===== src/rtl/matrix_element_sequencer.sv =====
// Walks a NUM_ROWS x ROW_LEN tile for NUM_VECTORS vectors, one element per enabled cycle.
// Optional macro MATRIX_SEQ_TRANSPOSE_EN adds a 'transpose' input for column-major traversal.
module matrix_element_sequencer #(
  parameter int ROW_LEN     = 3,
  parameter int NUM_ROWS    = 3,
  parameter int NUM_VECTORS = 4,
  parameter int ELEM_W      = (ROW_LEN * NUM_ROWS > 1) ? $clog2(ROW_LEN * NUM_ROWS) : 1,
  parameter int COL_W       = (ROW_LEN > 1) ? $clog2(ROW_LEN) : 1,
  parameter int ROW_W       = (NUM_ROWS > 1) ? $clog2(NUM_ROWS) : 1,
  parameter int VEC_W       = (NUM_VECTORS > 1) ? $clog2(NUM_VECTORS) : 1
) (
  input  logic              clock,
  input  logic              reset,
  input  logic              start,
  input  logic              en,
  input  logic              clear,
`ifdef MATRIX_SEQ_TRANSPOSE_EN
  input  logic              transpose,
`endif
  output logic [ELEM_W-1:0] element_index,
  output logic [COL_W-1:0]  col_index,
  output logic [ROW_W-1:0]  row_index,
  output logic [VEC_W-1:0]  vector_index,
  output logic              elem_valid,
  output logic              last_in_row,
  output logic              last_in_vector,
  output logic              new_row,
  output logic              new_vector,
  output logic              done,
  output logic              busy
);

  typedef enum logic [0:0] {
    IDLE = 1'b0,
    RUN  = 1'b1
  } state_t;

  localparam logic [COL_W-1:0] COL_LAST = COL_W'(ROW_LEN - 1);
  localparam logic [ROW_W-1:0] ROW_LAST = ROW_W'(NUM_ROWS - 1);
  localparam logic [VEC_W-1:0] VEC_LAST = VEC_W'(NUM_VECTORS - 1);
  localparam logic [COL_W-1:0] COL_ONE  = COL_W'(1'b1);
  localparam logic [ROW_W-1:0] ROW_ONE  = ROW_W'(1'b1);
  localparam logic [VEC_W-1:0] VEC_ONE  = VEC_W'(1'b1);

  state_t            state_q, state_d;
  logic [COL_W-1:0]  col_q, col_d;
  logic [ROW_W-1:0]  row_q, row_d;
  logic [VEC_W-1:0]  vec_q, vec_d;
  logic [ELEM_W-1:0] elem_q, elem_d;
  logic              new_row_q, new_row_d;
  logic              new_vector_q, new_vector_d;
  logic              done_q, done_d;
  logic              col_major_s;
  logic              last_col_s, last_row_s, last_vec_s, end_vec_s;

`ifdef MATRIX_SEQ_TRANSPOSE_EN
  logic              transpose_q, transpose_d;
  assign col_major_s = transpose_q;
`else
  assign col_major_s = 1'b0;
`endif

  assign last_col_s = (col_q == COL_LAST);
  assign last_row_s = (row_q == ROW_LAST);
  assign last_vec_s = (vec_q == VEC_LAST);
  assign end_vec_s  = last_col_s && last_row_s;

  // Next-state, index advance and strobe generation
  always_comb begin
    state_d      = state_q;
    col_d        = col_q;
    row_d        = row_q;
    vec_d        = vec_q;
    new_row_d    = 1'b0;
    new_vector_d = 1'b0;
    done_d       = 1'b0;
`ifdef MATRIX_SEQ_TRANSPOSE_EN
    transpose_d  = transpose_q;
`endif
    case (state_q)
      IDLE: begin
        if (start) begin
          state_d = RUN;
`ifdef MATRIX_SEQ_TRANSPOSE_EN
          transpose_d = transpose;
`endif
        end else begin
          state_d = IDLE;
        end
      end
      RUN: begin
        if (en) begin
          // The fast axis is col in row-major order and row in column-major order
          if (col_major_s) begin
            if (last_row_s) begin
              row_d = {ROW_W{1'b0}};
              col_d = last_col_s ? {COL_W{1'b0}} : (col_q + COL_ONE);
            end else begin
              row_d = row_q + ROW_ONE;
            end
            new_row_d = last_row_s;
          end else begin
            if (last_col_s) begin
              col_d = {COL_W{1'b0}};
              row_d = last_row_s ? {ROW_W{1'b0}} : (row_q + ROW_ONE);
            end else begin
              col_d = col_q + COL_ONE;
            end
            new_row_d = last_col_s;
          end
          if (end_vec_s) begin
            vec_d        = last_vec_s ? {VEC_W{1'b0}} : (vec_q + VEC_ONE);
            new_vector_d = 1'b1;
          end else begin
            vec_d = vec_q;
          end
          if (end_vec_s && last_vec_s) begin
            done_d  = 1'b1;
            state_d = IDLE;
          end else begin
            state_d = RUN;
          end
        end else begin
          state_d = RUN;
        end
      end
      default: begin
        state_d = IDLE;
        col_d   = {COL_W{1'b0}};
        row_d   = {ROW_W{1'b0}};
        vec_d   = {VEC_W{1'b0}};
      end
    endcase
    // Abort returns to the reset indices and suppresses any strobe from this cycle
    if (clear) begin
      state_d      = IDLE;
      col_d        = {COL_W{1'b0}};
      row_d        = {ROW_W{1'b0}};
      vec_d        = {VEC_W{1'b0}};
      new_row_d    = 1'b0;
      new_vector_d = 1'b0;
      done_d       = 1'b0;
    end else begin
      state_d = state_d;
    end
    elem_d = ELEM_W'(int'(row_d) * ROW_LEN + int'(col_d));
  end

  // State, index and strobe registers with synchronous reset
  always_ff @(posedge clock) begin
    if (reset) begin
      state_q      <= IDLE;
      col_q        <= {COL_W{1'b0}};
      row_q        <= {ROW_W{1'b0}};
      vec_q        <= {VEC_W{1'b0}};
      elem_q       <= {ELEM_W{1'b0}};
      new_row_q    <= 1'b0;
      new_vector_q <= 1'b0;
      done_q       <= 1'b0;
`ifdef MATRIX_SEQ_TRANSPOSE_EN
      transpose_q  <= 1'b0;
`endif
    end else begin
      state_q      <= state_d;
      col_q        <= col_d;
      row_q        <= row_d;
      vec_q        <= vec_d;
      elem_q       <= elem_d;
      new_row_q    <= new_row_d;
      new_vector_q <= new_vector_d;
      done_q       <= done_d;
`ifdef MATRIX_SEQ_TRANSPOSE_EN
      transpose_q  <= transpose_d;
`endif
    end
  end

  assign element_index  = elem_q;
  assign col_index      = col_q;
  assign row_index      = row_q;
  assign vector_index   = vec_q;
  assign busy           = (state_q == RUN);
  assign elem_valid     = (state_q == RUN);
  assign last_in_row    = elem_valid && (col_major_s ? last_row_s : last_col_s);
  assign last_in_vector = elem_valid && end_vec_s;
  assign new_row        = new_row_q;
  assign new_vector     = new_vector_q;
  assign done           = done_q;

endmodule

===== config.mk =====
export PLATFORM = sky130hd
export DESIGN_NAME = matrix_element_sequencer
export DESIGN_NICKNAME = d
export VERILOG_FILES = /design/src/rtl/matrix_element_sequencer.sv
export SDC_FILE = /design/constraint.sdc
export NUM_CORES = 1
export LEC_CHECK = 0
export CAP_MARGIN = 10
export CELL_PAD_IN_SITES_DETAIL_PLACEMENT = 0
export CELL_PAD_IN_SITES_GLOBAL_PLACEMENT = 2
export CORE_ASPECT_RATIO = 1.2
export CORE_MARGIN = 3
export CORE_UTILIZATION = 27
export DETAILED_ROUTE_END_ITERATION = 10
export GPL_TIMING_DRIVEN = 0
export PLACE_DENSITY = 0.88
export SYNTH_ARGS = -nofsm -noshare
export SYNTH_HDL_FRONTEND = slang
export SYNTH_SLANG_ARGS = --single-unit

===== constraint.sdc =====
create_clock -name clock -period 4.7 [get_ports clock]
set_clock_uncertainty 0.05 [all_clocks]
set_input_delay 0.47 -clock clock [delete_from_list [all_inputs] [get_ports clock]]
set_output_delay 0.47 -clock clock [all_outputs]
set_load 0.01 [all_outputs]

==> results.json <==
{
  "reg2reg_slack_ps": 2290,
  "floorplan.die_area_um2": 2917,
  "postRouteAntennaNets": 0,
  "core.rowCount": 18,
  "place_congestion": 0.7235,
  "ys_warn_count": 0,
  "syn-num-nets": 73,
  "insertion_delay_ps": 270,
  "fmax_ghz": 0.3757,
  "max_slew_margin_pct": 79.49,
  "layout-drive-gt1-share_pct": 10.47,
  "n_antenna_cell": 0,
  "switching_share_pct": 20.90,
  "cpPeakStageDelay_ps": 550,
  "post-dp-hpwl_um": 901.2,
  "die_h_um": 58.57,
  "combPwrFrac_pct": 5.7,
  "cp.required_ps": 4810,
  "cts_setup_buffers": 0,
  "hold_class": "reg -> reg",
  "via_per_inst": 4.379,
  "async_reset_ff_share_pct": 0,
  "area_growth_pct": 41.85,
  "synth_ff_type": "dfxtp_1",
  "r2r-start": "col_index[1]",
  "end_kind": "register",
  "slowest_stage": "fa_1",
  "fin_setup_tns_ps": 0,
  "fill_cells": 240,
  "drtIter0Drc": 6,
  "syn_area_um2": 621.8,
  "arrival_ps": 2770,
  "critPathTopFamily": "adder cells",
  "port-buffer-count": 20,
  "path_buf_inv": 2,
  "syn-mean-instance-area_um2": 9.871,
  "clkSinkCount": 14,
  "cap_violations": 0,
  "instances_no_fill": 116,
  "path_max_fanout": 3,
  "critPathLaunchType": "input pin",
  "antenna_found_initial": 0,
  "grt_overflow": 0,
  "die_x_um": 49.81,
  "hold_violations": 0,
  "switchingPower_uw": 40.87,
  "utilization_pct": 41.67,
  "synth_cell_types": 21,
  "core_um2": 2117,
  "drt-total-wl_mm": 1.117,
  "status": "finished, final reports clean",
  "path_class": "in -> reg",
  "boundaryPins": 22,
  "holdPathStages": 2,
  "initial_core_util_pct": 29.37,
  "finalPower_uw": 195.6,
  "period_minus_slack_ps": 2662,
  "whs_ps": 442.1,
  "drtPass1Iterations": 4,
  "dp.cells": 113,
  "cts_tree": "yes",
  "path_cells": "clkdlybuf4s50_1 > and4b_2 > a21oi_1 > nor2_1 > fa_1 > ha_1 > inv_1 > fa_1 > nor2_1",
  "r2r-end": "element_index[2]",
  "finalSetupViolations": 0,
  "yosysSeqAreaShare_pct": 45.07,
  "drcViolationCount": 0,
  "num_vias": 508,
  "grt_max_degree": 10,
  "htreeDepth": 1,
  "tightest_slew_ps": 307.6,
  "synth_edf_count": 0,
  "min-delay-start": "vector_index[1]",
  "nets": 98,
  "power_frac_seq_pct": 61.4,
  "leakagePower_nw": 0.3601,
  "p_int_uw": 154.7,
  "rsz0062_at_grt": "no",
  "grt_pass1_vias": 467,
  "ctsHoldBuffers": 0,
  "wl_per_cell_um": 9.629,
  "syn_inst": 63,
  "p_clk_share_pct": 32.8,
  "ctsLongestPathBuffers": 2,
  "cts_buffers": 3,
  "ys_seq_elements": 14,
  "clk_pin_slew_ps": 80,
  "grt_pass1_wl_mm": 1.918,
  "whs_endpoint": "vector_index[1]",
  "ir_worst_vdd_mv": 0.1116,
  "cts_repair_resize_count": 0,
  "rr_worst_depth": 8,
  "clockRootBuffer": "clkbuf_4",
  "track_usage_pct": 8.705,
  "slew_viol_final": 0,
  "power-per-cell-area_nw_per_um2": 221.7,
  "min_period_over_period_pct": 56.64
}
cell type report:
class                   count  area (µm²)  area share [%]
clock buffers               3       22.52           2.553
flip-flops and latches     14       280.3           31.77
well taps                  30       37.54           4.255
repair buffers             20       200.2           22.70
multi-input cells          45       322.8           36.60
plain buffers               2       11.26           1.277
inverters                   2       7.507          0.8511
kinds of logic (layout without fill, tap and decap cells):
group | count (synthesis) | count (layout) | synth area share, %
mux | 4 | 4 | 6.439
buf+inv | 4 | 27 | 3.018
fa+ha+maj | 5 | 5 | 12.48
flops | 14 | 14 | 45.07
simple gates | 31 | 31 | 28.98
compound gates | 5 | 5 | 4.024
sequential cells by signal (all words and copies together), names as in the netlist:
signal	flops
element_index	4
col_index	2
row_index	2
vector_index	2
busy	1
done	1
new_row	1
new_vector	1
metrics by stage:
step           cell area, µm²  setup slack (ps)
6_report                882.1              2038
5_1_grt                 882.1              1934
4_1_cts                 882.1              2038
3_5_place_dp            859.6              1752
3_3_place_gp            859.6              1753
2_1_floorplan           621.8              2413
how the worst max path moves through the flow:
stage | startpoint | end | slack (ps) | cells after the start
after CTS | en | element_index[2] | 2040 | 9
after global placement | en | element_index[2] | 1750 | 9
final | en | element_index[2] | 2040 | 9
after floorplan | col_index[1] | element_index[2] | 2410 | 8
after detailed placement | en | element_index[2] | 1750 | 9
after global routing | en | element_index[2] | 1930 | 9
power groups by stage:
stage / clock network (mW) / logic [mW] / registers, mW
finish: 0.0642 / 0.0112 / 0.120
global route: 0.0726 / 0.0126 / 0.120
CTS: 0.0687 / 0.0113 / 0.120
detailed placement: 0 / 0.0112 / 0.123
global placement: 0 / 0.0112 / 0.123
floorplan: 0 / 0.00426 / 0.123
worst reg2reg max path, cell delays in order, from the launching register on:
cell	delay (ps)
dfxtp_1	450
and4b_2	250
a21oi_1	200
nor2_1	90
fa_1	550
ha_1	140
inv_1	40
fa_1	470
nor2_1	40
layout by cell type, fill, tap and decap left out:
| cell type | n |
|---|---|
| nand2b_1 | 1 |
| clkbuf_1 | 1 |
| and3b_2 | 1 |
| nor2_1 | 13 |
| dfxtp_1 | 14 |
| nor3_1 | 3 |
| clkbuf_4 | 3 |
| o21ai_0 | 2 |
| and4b_2 | 1 |
| nand2_1 | 3 |
| ha_1 | 3 |
| fa_1 | 2 |
| nand4b_4 | 1 |
| a21oi_1 | 3 |
| mux2i_1 | 4 |
| or4_1 | 1 |
| or2_2 | 2 |
| and2_1 | 1 |
| inv_1 | 2 |
| clkdlybuf4s50_1 | 20 |
| nor2b_1 | 3 |
| and3b_1 | 1 |
| buf_4 | 1 |
cells in the mapped netlist (2+ instances only):
library cell	instances	area, µm²
dfxtp_1	14	280.3
nor2_1	13	48.80
mux2i_1	4	40.04
a21oi_1	3	15.01
ha_1	3	37.54
nand2_1	3	11.26
nor2b_1	3	18.77
nor3_1	3	15.01
fa_1	2	40.04
inv_1	2	7.510
o21ai_0	2	10.01
or2_2	2	12.51
layer usage:
metal / track usage (%) / part of all wire, % / vias to the layer above
met2: 13.99 / 44 / 21
li1: - / - / 257
met5: 0 / 0 / -
met1: 10.16 / 50 / 228
met3: 2.278 / 5.5 / 2
met4: 5.929 / 0.72 / 0
Power figures use the tool's default switching activity.
